File: src/rtl/ov5640_cap_pkg.sv
// Shared types and constants for the OV5640 capture path and its display-side reader.
// The word layout lives here so writer and reader agree on where pixel n sits in a 64-bit word.
package ov5640_cap_pkg;

  typedef enum logic [1:0] {
    SKIP,
    WAIT_FRAME,
    CAPTURE
  } cap_state_e;

  localparam int DEF_IMG_WIDTH    = 1280;
  localparam int DEF_IMG_HEIGHT   = 720;
  localparam int DEF_BURST_PIXELS = 160;
  localparam int DEF_SKIP_FRAMES  = 10;

  localparam int PIX_PER_WORD = 4;
  localparam int PIX_W        = 16;

  // Element 3 is bits [63:48]; pixel 0 of a word lands there.
  typedef logic [PIX_PER_WORD-1:0][PIX_W-1:0] cam_word_t;

  function automatic logic [1:0] pix_slot(input logic [1:0] n);
    return 2'(PIX_PER_WORD - 1) - n;
  endfunction

endpackage

File: src/rtl/ov5640_capture_rgb565_packer.sv
// Pairs DVP bytes into RGB565 pixels (high byte first) and packs four pixels per 64-bit word.
// clear_i drops any partial byte, pixel or word; word_valid_o is a registered one-cycle strobe.
module rgb565_packer
  import ov5640_cap_pkg::*;
(
  input  logic        clk_i,
  input  logic        rst_i,
  input  logic        clear_i,
  input  logic        byte_valid_i,
  input  logic        pack_en_i,
  input  logic [7:0]  data_i,
  output logic        pixel_done_o,
  output logic        word_valid_o,
  output logic [63:0] word_o
);

  logic       phase_q;
  logic [7:0] hi_q;
  logic [1:0] pix_idx_q;
  cam_word_t  acc_q, acc_d;
  cam_word_t  word_q;
  logic       word_valid_q;
  logic       pack;

  always_comb begin
    pixel_done_o = byte_valid_i & phase_q & ~clear_i;
    pack         = pixel_done_o & pack_en_i;
    acc_d        = acc_q;
    acc_d[pix_slot(pix_idx_q)] = {hi_q, data_i};
  end

  always_ff @(posedge clk_i or posedge rst_i) begin
    if (rst_i) begin
      phase_q      <= 1'b0;
      hi_q         <= '0;
      pix_idx_q    <= '0;
      acc_q        <= '0;
      word_q       <= '0;
      word_valid_q <= 1'b0;
    end else begin
      word_valid_q <= 1'b0;
      if (clear_i) begin
        phase_q   <= 1'b0;
        pix_idx_q <= '0;
      end else if (byte_valid_i) begin
        phase_q <= ~phase_q;
        if (!phase_q) hi_q <= data_i;
        if (pack) begin
          acc_q <= acc_d;
          if (pix_idx_q == 2'(PIX_PER_WORD - 1)) begin
            word_q       <= acc_d;
            word_valid_q <= 1'b1;
            pix_idx_q    <= '0;
          end else begin
            pix_idx_q <= pix_idx_q + 2'd1;
          end
        end
      end
    end
  end

  assign word_valid_o = word_valid_q;
  assign word_o       = word_q;

endmodule

File: src/rtl/ov5640_capture.sv
// OV5640 DVP capture: frame-skip FSM, line/pixel bookkeeping and DDR3 write/burst signalling.
// All inputs are registered once; edges compare the registered copy with its previous value.
module ov5640_capture
  import ov5640_cap_pkg::*;
#(
  parameter int IMG_WIDTH    = DEF_IMG_WIDTH,
  parameter int IMG_HEIGHT   = DEF_IMG_HEIGHT,
  parameter int BURST_PIXELS = DEF_BURST_PIXELS,
  parameter int SKIP_FRAMES  = DEF_SKIP_FRAMES
) (
  input  logic        cmos_clk_i,
  input  logic        cmos_rst_i,
  input  logic        cmos_vsync_i,
  input  logic        cmos_href_i,
  input  logic [7:0]  cmos_data_i,
  output logic        ddr3_wr_addr_rst_o,
  output logic        ddr3_wr_en_o,
  output logic [63:0] ddr3_data_cam_o,
  output logic        ddr3_wr_req_o,
  output logic        frame_done_o,
  output logic        line_err_o
);

  localparam int WORDS_PER_BURST = BURST_PIXELS / PIX_PER_WORD;
  localparam int WCNT_W = (WORDS_PER_BURST > 1) ? $clog2(WORDS_PER_BURST) : 1;
  localparam int PCNT_W = $clog2(IMG_WIDTH + 2);
  localparam int LCNT_W = $clog2(IMG_HEIGHT + 1);
  localparam int SCNT_W = (SKIP_FRAMES > 1) ? $clog2(SKIP_FRAMES) : 1;
  localparam logic [WCNT_W-1:0] WCNT_LAST = WCNT_W'(WORDS_PER_BURST - 1);
  localparam logic [PCNT_W-1:0] PCNT_FULL = PCNT_W'(IMG_WIDTH);
  localparam logic [PCNT_W-1:0] PCNT_SAT  = PCNT_W'(IMG_WIDTH + 1);
  localparam logic [LCNT_W-1:0] LCNT_LAST = LCNT_W'(IMG_HEIGHT - 1);
  localparam logic [LCNT_W-1:0] LCNT_END  = LCNT_W'(IMG_HEIGHT);
  localparam logic [SCNT_W-1:0] SCNT_LAST = SCNT_W'(SKIP_FRAMES - 1);
  localparam cap_state_e RST_STATE = (SKIP_FRAMES == 0) ? WAIT_FRAME : SKIP;

  cap_state_e state_q, state_d;
  logic vsync_q, vsync_qq, href_q, href_qq;
  logic [7:0] data_q;
  logic vsync_rise, href_rise, href_fall;
  logic capture, frame_start, byte_valid, pack_en, line_end, packer_clear;
  logic pixel_done, word_valid;
  logic [63:0] word;
  logic in_line_q, in_line_d;
  logic [PCNT_W-1:0] pix_cnt_q, pix_cnt_d;
  logic [LCNT_W-1:0] line_cnt_q, line_cnt_d;
  logic [WCNT_W-1:0] word_cnt_q, word_cnt_d;
  logic [SCNT_W-1:0] skip_cnt_q, skip_cnt_d;
  logic line_err_q, line_err_d, done_q, done_d, req_q, req_d, arst_q;

  always_ff @(posedge cmos_clk_i or posedge cmos_rst_i) begin
    if (cmos_rst_i) begin
      vsync_q  <= 1'b0;
      vsync_qq <= 1'b0;
      href_q   <= 1'b0;
      href_qq  <= 1'b0;
      data_q   <= '0;
    end else begin
      vsync_q  <= cmos_vsync_i;
      vsync_qq <= vsync_q;
      href_q   <= cmos_href_i;
      href_qq  <= href_q;
      data_q   <= cmos_data_i;
    end
  end

  assign vsync_rise = vsync_q & ~vsync_qq;
  assign href_rise  = href_q & ~href_qq;
  assign href_fall  = ~href_q & href_qq;

  always_ff @(posedge cmos_clk_i or posedge cmos_rst_i) begin
    if (cmos_rst_i) state_q <= RST_STATE;
    else            state_q <= state_d;
  end

  always_comb begin
    state_d = state_q;
    case (state_q)
      SKIP:       if (vsync_rise && skip_cnt_q == SCNT_LAST) state_d = WAIT_FRAME;
      WAIT_FRAME: if (vsync_rise) state_d = CAPTURE;
      CAPTURE:    state_d = CAPTURE;
      default:    state_d = RST_STATE;
    endcase
  end

  always_comb begin
    capture     = (state_q == CAPTURE);
    frame_start = vsync_rise & (state_q != SKIP);
  end

  // vsync wins over href: a coinciding byte is dropped and the line is never counted.
  assign byte_valid   = capture & href_q & ~vsync_rise & (in_line_q | href_rise);
  assign line_end     = capture & href_fall & in_line_q & ~vsync_rise;
  assign packer_clear = ~capture | ~href_q | vsync_rise;
  assign pack_en      = (line_cnt_q != LCNT_END) & (pix_cnt_q < PCNT_FULL);

  rgb565_packer u_packer (
    .clk_i        (cmos_clk_i),
    .rst_i        (cmos_rst_i),
    .clear_i      (packer_clear),
    .byte_valid_i (byte_valid),
    .pack_en_i    (pack_en),
    .data_i       (data_q),
    .pixel_done_o (pixel_done),
    .word_valid_o (word_valid),
    .word_o       (word)
  );

  always_comb begin
    in_line_d  = in_line_q;
    pix_cnt_d  = pix_cnt_q;
    line_cnt_d = line_cnt_q;
    word_cnt_d = word_cnt_q;
    skip_cnt_d = skip_cnt_q;
    line_err_d = line_err_q;
    done_d     = 1'b0;
    req_d      = 1'b0;
    if (state_q == SKIP && vsync_rise) skip_cnt_d = skip_cnt_q + SCNT_W'(1);
    if (frame_start) begin
      in_line_d  = 1'b0;
      pix_cnt_d  = '0;
      line_cnt_d = '0;
      word_cnt_d = '0;
      line_err_d = 1'b0;
    end else if (capture) begin
      if (href_rise) in_line_d = 1'b1;
      if (pixel_done && pix_cnt_q != PCNT_SAT) pix_cnt_d = pix_cnt_q + PCNT_W'(1);
      if (line_end) begin
        in_line_d = 1'b0;
        pix_cnt_d = '0;
        if (line_cnt_q != LCNT_END) line_cnt_d = line_cnt_q + LCNT_W'(1);
        if (line_cnt_q == LCNT_LAST) done_d = 1'b1;
        if (pix_cnt_q != PCNT_FULL) line_err_d = 1'b1;
      end
      if (word_valid) begin
        if (word_cnt_q == WCNT_LAST) begin
          word_cnt_d = '0;
          req_d      = 1'b1;
        end else begin
          word_cnt_d = word_cnt_q + WCNT_W'(1);
        end
      end
    end
  end

  always_ff @(posedge cmos_clk_i or posedge cmos_rst_i) begin
    if (cmos_rst_i) begin
      in_line_q  <= 1'b0;
      pix_cnt_q  <= '0;
      line_cnt_q <= '0;
      word_cnt_q <= '0;
      skip_cnt_q <= '0;
      line_err_q <= 1'b0;
      done_q     <= 1'b0;
      req_q      <= 1'b0;
      arst_q     <= 1'b0;
    end else begin
      in_line_q  <= in_line_d;
      pix_cnt_q  <= pix_cnt_d;
      line_cnt_q <= line_cnt_d;
      word_cnt_q <= word_cnt_d;
      skip_cnt_q <= skip_cnt_d;
      line_err_q <= line_err_d;
      done_q     <= done_d;
      req_q      <= req_d;
      arst_q     <= frame_start;
    end
  end

  assign ddr3_wr_addr_rst_o = arst_q;
  assign ddr3_wr_en_o       = word_valid;
  assign ddr3_data_cam_o    = word;
  assign ddr3_wr_req_o      = req_q;
  assign frame_done_o       = done_q;
  assign line_err_o         = line_err_q;

endmodule
File: config.mk
export PLATFORM = sky130hd
export DESIGN_NAME = ov5640_capture
export DESIGN_NICKNAME = d
export VERILOG_FILES = /design/src/rtl/ov5640_cap_pkg.sv /design/src/rtl/ov5640_capture_rgb565_packer.sv /design/src/rtl/ov5640_capture.sv
export SDC_FILE = /design/constraint.sdc
export NUM_CORES = 1
export LEC_CHECK = 0
export ABC_CLOCK_PERIOD_IN_PS = 5000
export BUFFER_PORTS_ARGS = -buffer_cell sky130_fd_sc_hd__clkbuf_2
export CAP_MARGIN = 15
export CORE_MARGIN = 3
export CORE_UTILIZATION = 45
export CTS_BUF_LIST = sky130_fd_sc_hd__clkbuf_4 sky130_fd_sc_hd__clkbuf_8
export CTS_CLUSTER_DIAMETER = 30
export DETAILED_ROUTE_END_ITERATION = 6
export GPL_TIMING_DRIVEN = 0
export SYNTH_ARGS = -nofsm -noshare
export SYNTH_HDL_FRONTEND = slang
export SYNTH_HIERARCHICAL = 1
export SYNTH_SLANG_ARGS = --single-unit
File: constraint.sdc
create_clock -name cmos_clk_i -period 5 [get_ports cmos_clk_i]
set_clock_uncertainty 0.05 [all_clocks]
set_input_delay 0.25 -clock cmos_clk_i [delete_from_list [all_inputs] [get_ports cmos_clk_i]]
set_output_delay 0.25 -clock cmos_clk_i [all_outputs]
set_load 0.05 [all_outputs]
==> results of run 1 <==
## synthesized netlist by cell type, types with 4 or more instances
cell      number  area (um^2)
inv_1         14        52.55
nor2_1        20        75.07
xnor2_1        7        61.31
buf_4          8        60.06
clkbuf_1       9        33.78
o21ai_0       15        75.07
buf_6          5        56.30
mux2_2        42        473.0
nor4b_1        6        52.55
nand2_1       25        93.84
o31ai_1        5        37.54
nor3_1         4        20.02
mux2_4        30        450.4
xor2_1         4        35.03
dfrtp_1      174         4354
ha_1          15        187.7
buf_1         16        60.06
nand3_1       13        65.06
nand2b_1       4        25.02
nand4_1        8        50.05
a21oi_1      107        535.5
buf_2         11        55.05
mux2i_1       49        490.5
## power by group through the flow
| stage | clock network, mW | logic (mW) | registers (mW) |
|---|---|---|---|
| 6_report | 0.960 | 0.293 | 1.48 |
| 5_1_grt | 1.04 | 0.331 | 1.49 |
| 4_1_cts | 0.987 | 0.296 | 1.48 |
| 3_5_place_dp | 0 | 0.288 | 1.51 |
| 3_3_place_gp | 0 | 0.274 | 1.51 |
| 2_1_floorplan | 0 | 0.186 | 1.52 |
## routing by layer
layer  GRT usage  part of all wire  wire length (um)
met3     0.04454             0.041               747
met5           0                 0                 0
met2      0.2921              0.46              8329
met4     0.04576            0.0090               164
met1      0.2878              0.49              8970
## sequential cells by signal (all words and copies together), names as in the netlist, 2 cells and up
register and count:
u_packer/word_o 64, u_packer/acc_q 48, pix_cnt_q 11, line_cnt_q 10, data_q 8, u_packer/hi_q 8, word_cnt_q 6, skip_cnt_q 4
state_q 2, u_packer/pix_idx_q 2
## metrics by stage
| stage | setup slack, ns | hold slack, ns |
|---|---|---|
| finish | 2.117 | 0.2832 |
| global route | 1.871 | 0.2912 |
| CTS | 2.135 | 0.2540 |
| global placement | 0.1130 | 0.3091 |
| floorplan | 1.401 | 0.2314 |
| detailed placement | 2.147 | 0.2112 |
## worst paths after layout
check / cells past startpoint / slack (ns) / startpoint / endpoint
min in group cmos_clk_i: 2 / 0.39 / cmos_vsync_i / vsync_q
worst max-delay path: 8 / 2.12 / state_q[0] / pix_cnt_q[10]
worst min-delay path: 3 / 0.28 / cmos_rst_i / u_packer/word_o[2]
worst max register to register: 8 / 2.12 / state_q[0] / pix_cnt_q[10]
max in group asynchronous: 4 / 3.87 / cmos_rst_i / u_packer/word_o[54]
worst min register to register: 0 / 0.41 / vsync_q / vsync_qq
## area by class of cell
| class | instances | area, um^2 | share of cell area |
|---|---|---|---|
| Buffer | 50 | 285.3 | 0.03132 |
| Clock buffer | 20 | 262.8 | 0.02885 |
| Clock inverter | 12 | 120.1 | 0.01319 |
| Inverter | 16 | 66.31 | 0.007280 |
| Multi-Input combinational cell | 407 | 3187 | 0.3499 |
| Sequential cell | 174 | 4354 | 0.4780 |
| Tap cell | 220 | 275.3 | 0.03022 |
| Timing Repair Buffer | 93 | 558.0 | 0.06126 |
## kinds of logic after synthesis
| kind of cell | after synthesis | synth area share |
|---|---|---|
| buffers and inverters | 66 | 0.04394 |
| muxes | 121 | 0.1793 |
| DFF | 174 | 0.5520 |
| xor gates and xnor gates | 11 | 0.01221 |
| AOI/OAI and AO/OA | 143 | 0.09867 |
| adders and majority gates | 15 | 0.02379 |
| and+or+nand+nor | 117 | 0.09010 |
## worst max-delay path, cell delays in order, from the launching register on
cell and delay (ns):
dfrtp_1 0.42, inv_1 0.11, ha_1 0.27, nand3_1 0.27
nor2_1 0.30, and3b_1 0.34, nand4_1 0.31, o311a_1 0.43
a211o_1 0.26
==> results by group, run 1 <==
Yosys
  – Seq cells post-synth: 174
  – Syn Nets: 674
  – Synth cell types: 58
  – Seq/Total Area, Yosys: 0.5520
  – Synth Cell Area: around 0.0079 mm^2
  – Yosys warnings: 6
  – Post-synth EDFFs: 0
  – Syn_area_per_cell: ~12 um^2
  – Cells after Synth: between 600 and 700
  – Async S/R FF share, synth: 1.000
  – Most used DFF post-synth: dfrtp_1

Cells and area
  – Share of cells above drive strength 1: 0.2915
  – Area Overhead vs Synth: 15.48%
  – Post-route cell area: 0.009109 mm^2
  – Fill count: approximately 1400
  – Layout Nets: 786
  – Commonest non-fill, non-tap cell in the layout: dfrtp_1
  – Finished Layout Cells: 992
  – Ant. Diodes: 0
  – Final Core Density: 0.5397
  – Most frequent cells in the layout: dfrtp_1 (174), a21oi_1 (107), clkbuf_2 (80), mux2i_1 (49), mux2_2 (42)

Power
  – NetSw: around 0.73 mW
  – VDD IR-drop max: ~0.21 mV
  – Pwr Density: 300.5 mW/mm^2
  – Logic pwr share: 0.107
  – Cell-internal power: 2.006 mW
  – Switching Fraction: 0.2669
  – Static Leak: 4.497 nW
  – Clock power share: 0.351
  – Tot Pwr: 2.737 mW
  – Sequential Power Share: 0.542

Floorplanning
  – DIE WIDTH: 138.4 um
  – Core Area: roughly 0.017 mm^2
  – Die H: 138.4 um
  – Initial Utilization: 0.4673
  – Row cnt: 47
  – IO Count: 81
  – Die ar.: around 0.019 mm^2

STA
  – Relative slew slack: 0.5231
  – RSZ-0062 raised after global routing: no
  – Crit path time final: 2.883 ns
  – Final period utilization: 0.5766
  – Final hold vios: 0
  – Fmax: 0.3469 GHz
  – Setup TNS Final: 0 ns
  – Max Slew Vio Count: 0
  – Final setup vio count: 0
  – Slew @ Worst Pin: between 0.7 and 0.8 ns

Placed design
  – Gp weighted congestion: 0.8275
  – Dpl hpwl: roughly 13000 um
  – # placed instances: 949
  – Area post-placement: 0.008616 mm^2
  – I/O Buffers: 80

Detailed routing
  – Vias post-DR: 5396
  – DRC viols: 0
  – Final ANT Viol Nets: 0
  – DR WL/cell: 18.36 um
  – DRT Wirelength: 18210 um
  – Initial DRC count: 448
  – Vias per std cell: about 5.4
  – DR pass1 iterations: 4

Clock tree
  – Post-cts repair resize count: 0
  – Total clock sinks: roughly 170
  – CTS tree: yes
  – CTS Hold Bufs: 11
  – Clk_lat worst skew: 0.45 ns
  – Root Driver: clkbuf_8
  – Clock transition at path regs: 0.09 ns
  – Setup bufs post-CTS: 0
  – TritonCTS buffer count: 17
  – Htree depth: 4
  – Clock Tree Buf Depth: 2

Worst setup path
  – Startpoint types: flop
  – Critical path endpoint category: flop
  – Data required time of the worst path: 5.29 ns
  – CP Max Fanout: 7
  – Data arrival, critical path: 3.17 ns
  – WS Path Type: flop to flop

GRT
  – Vias in the first global route: 5383
  – Initial antenna violation count: 0
  – Pin count of the biggest net entering global routing: 95
  – GRT Total Usage: 0.1941
  – First-pass GRT wire length: 29810 um
  – Grt total ovfl: 0

Run status
  – Status: finished, final reports clean

Flow run
  – Max Cap Violations: 0

Worst hold path
  – Hold WC Path Type: primary input to async pin
Power figures use the tool's default switching activity.
==> run 2, diff against run 1 <==
--- a/config.mk
+++ b/config.mk
@@ -5,7 +5,7 @@
 export SDC_FILE = /design/constraint.sdc
 export NUM_CORES = 1
 export LEC_CHECK = 0
-export ABC_CLOCK_PERIOD_IN_PS = 5000
+export ABC_CLOCK_PERIOD_IN_PS = 2600
 export BUFFER_PORTS_ARGS = -buffer_cell sky130_fd_sc_hd__clkbuf_2
 export CAP_MARGIN = 15
 export CORE_MARGIN = 3
@@ -14,6 +14,7 @@
 export CTS_CLUSTER_DIAMETER = 30
 export DETAILED_ROUTE_END_ITERATION = 6
 export GPL_TIMING_DRIVEN = 0
+export PLACE_DENSITY = 0.66
 export SYNTH_ARGS = -nofsm -noshare
 export SYNTH_HDL_FRONTEND = slang
 export SYNTH_HIERARCHICAL = 1
==> constraint.sdc (replaced) <==
create_clock -name cmos_clk_i -period 2.6 [get_ports cmos_clk_i]
set_clock_uncertainty 0.05 [all_clocks]
set_input_delay 0.13 -clock cmos_clk_i [delete_from_list [all_inputs] [get_ports cmos_clk_i]]
set_output_delay 0.13 -clock cmos_clk_i [all_outputs]
set_load 0.05 [all_outputs]
==> run 2 against run 1 <==
Global-route usage decreased by 0.15 points; utilization increased by 0.36 points; first-iteration DRC count decreased by 37%; setup slack got worse by 2.0 ns; sequential cell count unchanged; critical path type unchanged; critical endpoint is now u_packer/acc_q[34]; largest cell class unchanged.
==> results by group, run 2 (same netlist as run 1, synthesis figures left out) <==
Worst setup path
  – CP top delay family: simple AND/OR/NAND/NOR gates
  – Critical path cell sequence: inv_1 -> ha_1 -> nor4bb_4 -> nand3_1 -> and2_1 -> and4b_4 -> buf_12 -> nand2_8 -> buf_6 -> mux2_4
  – Data required time of the worst path: 2.88 ns (-2.41 ns)
  – WS Path Type: flop to flop
  – Worst reg2reg endpoint: u_packer/acc_q[34]
  – FF-to-FF Start: line_cnt_q[0]
  – Reg2reg path depth: 10 (+2)
  – CP bufs+invs: 3 (+2)
  – FF-to-FF setup slack: 0.13 ns (-1.98 ns)
  – Startpoint types: flop
  – Critical path endpoint category: flop
  – Slowest stage cell, crit path: dfrtp_1
  – CP startpoint: line_cnt_q[0]
  – Data arrival, critical path: 2.75 ns (-0.42 ns)
  – Stages on worst setup path: 10 (+2)
  – CP max stage delay: 0.42 ns (about the same)
  – CP Max Fanout: 10 (+3)

Detailed routing
  – Met2 wire length: 8558 um (+2.7%)
  – Vias post-DR: 5492 (+1.8%)
  – Final ANT Viol Nets: 0 (unchanged)
  – Met1 wire length: 8366 um (-6.7%)
  – DR WL/cell: 18.04 um (-1.7%)
  – DRC viols: 0 (unchanged)
  – Met3 routed wirelength: 799 um (+7.0%)
  – Highest routed layer: met4
  – Initial DRC count: 281 (-37%)
  – Vias per std cell: 5.514 (+1.4%)
  – DR pass1 iterations: 5 (+1)
  – DRT Wirelength: 17970 um (-1.3%)

Cells and area
  – Ant. Diodes: 0 (unchanged)
  – Most frequent cells in the layout: dfrtp_1 (174), a21oi_1 (107), clkbuf_2 (80), mux2i_1 (49), mux2_2 (42)
  – Max FFs per register: 64 (unchanged)
  – Area Overhead vs Synth: 16.24%
  – Share of cells above drive strength 1: 0.3028 (+0.01138)
  – Layout Nets: 791 (+0.64%)
  – Commonest non-fill, non-tap cell in the layout: dfrtp_1
  – Finished Layout Cells: 996 (+0.40%)

Floorplanning
  – Die H: 138.4 um (unchanged)
  – IO Count: 81 (unchanged)
  – Row cnt: 47 (unchanged)
  – DIE WIDTH: 138.4 um (unchanged)
  – Die ar.: 0.01915 mm^2 (unchanged)
  – Initial Utilization: 0.4673 (unchanged)
  – Core Area: 0.01688 mm^2 (unchanged)

Clock tree
  – CTS tree: yes
  – Clock transition at path regs: 0.09 ns (about the same)
  – Clock Tree Buf Depth: 2 (unchanged)
  – Root Driver: clkbuf_8
  – TritonCTS buffer count: 17 (unchanged)
  – Clk_lat worst skew: 0.45 ns (about the same)
  – Total clock sinks: 174 (unchanged)
  – Htree depth: 4 (unchanged)

GRT
  – Initial antenna violation count: 0 (unchanged)
  – Grt total ovfl: 0 (unchanged)
  – Pin count of the biggest net entering global routing: 44 (-54%)
  – GRT Total Usage: 0.1926 (-0.001503)
  – Vias in the first global route: 5534 (+2.8%)
  – First-pass GRT wire length: 29720 um (-0.32%)

STA
  – Setup TNS Final: 0 ns (unchanged)
  – Final period utilization: 0.9484 (+0.3718)
  – Crit path time final: 2.466 ns (-0.4170 ns)
  – Final setup vio count: 0 (unchanged)
  – Slew @ Worst Pin: 0.7898 ns (+0.07755 ns)
  – Relative slew slack: 0.4712 (-0.05193)
  – Fmax: 0.4055 GHz (+17%)
  – Final hold vios: 0 (unchanged)
  – Max Slew Vio Count: 0 (unchanged)

Power
  – Switching Fraction: 0.2728 (+0.005917)
  – Clock power share: 0.325 (-0.026)
  – Static Leak: 4.505 nW (+0.17%)
  – VDD IR-drop max: 0.3276 mV (+58%)
  – NetSw: 1.389 mW (+90%)
  – Pwr Density: 555.3 mW/mm^2 (+85%)
  – Sequential Power Share: 0.561 (+0.019)
  – Logic pwr share: 0.114 (+0.007)
  – Tot Pwr: 5.091 mW (+86%)
  – Cell-internal power: 3.702 mW (+85%)

Run status
  – Status: finished, final reports clean

Placed design
  – Dpl hpwl: 12630 um (-0.40%)
  – # placed instances: 951 (+0.21%)
  – Gp weighted congestion: 0.8100 (-2.1%)
  – I/O Buffers: 80 (unchanged)

Worst hold path
  – Hold WC Path Type: primary input to async pin

Flow run
  – Max Cap Violations: 0 (unchanged)
## run 2: worst min-delay path, stage by stage
cell and delay (ns):
dlygate4sd3_1 0.54, clkbuf_2 0.13, clkinvlp_4 0.14
## run 2: area by class of cell
| cell class | count | area, um^2 |
|---|---|---|
| fill | 1455 | 7709 |
| sequential | 174 | 4354 |
| multi-input combinational | 407 | 3224 |
| timing repair buffer | 98 | 620.6 |
| buffer | 50 | 285.3 |
| clock buffer | 21 | 276.5 |
| tap | 220 | 275.3 |
| clock inverter | 10 | 67.56 |
| inverter | 16 | 65.06 |
## run 2: how the worst max path moves through the flow
stage / end / slack [ns]
6_report: u_packer/acc_q[34] / 0.13
5_1_grt: u_packer/acc_q[50] / -0.01
4_1_cts: pix_cnt_q[10] / 0.03
3_5_place_dp: pix_cnt_q[10] / -0.26
3_3_place_gp: pix_cnt_q[10] / -0.18
2_1_floorplan: pix_cnt_q[10] / 0.19
## run 2: repair_timing
item	in CTS	in global routing
pin swaps	1	0
setup endpoints to repair	12	51
endpoints found under the hold margin	120	0
hold buffers	11	0
gates resized for setup	2	6
buffers inserted	3	0
## run 2: per-layer routing
layer	global-route usage	vias up
met2	0.3029	139
met1	0.2664	2794
met3	0.04731	22
li1	-	2537
met4	0.05928	0
met5	0	-
## run 2: power groups by stage
stage          combinational, mW  sequential [mW]  clock [mW]
3_3_place_gp               0.520             2.90           0
3_5_place_dp               0.559             2.91           0
2_1_floorplan              0.358             2.92           0
6_report                   0.582             2.85        1.65
4_1_cts                    0.579             2.85        1.71
5_1_grt                    0.651             2.87        1.82
## run 2: stage by stage
stage	utilization	cell area, um^2	hold slack (ns)	setup WS [ns]
after floorplan	-	7891	0.1114	0.1872
after global placement	0.5076	8567	0.1878	-0.1780
after detailed placement	0.5128	8655	-0.0002906	-0.2610
after CTS	0.5415	9139	0.05428	0.03279
after global routing	0.5433	9169	0.06697	-0.01097
final	0.5433	9169	0.08879	0.1342
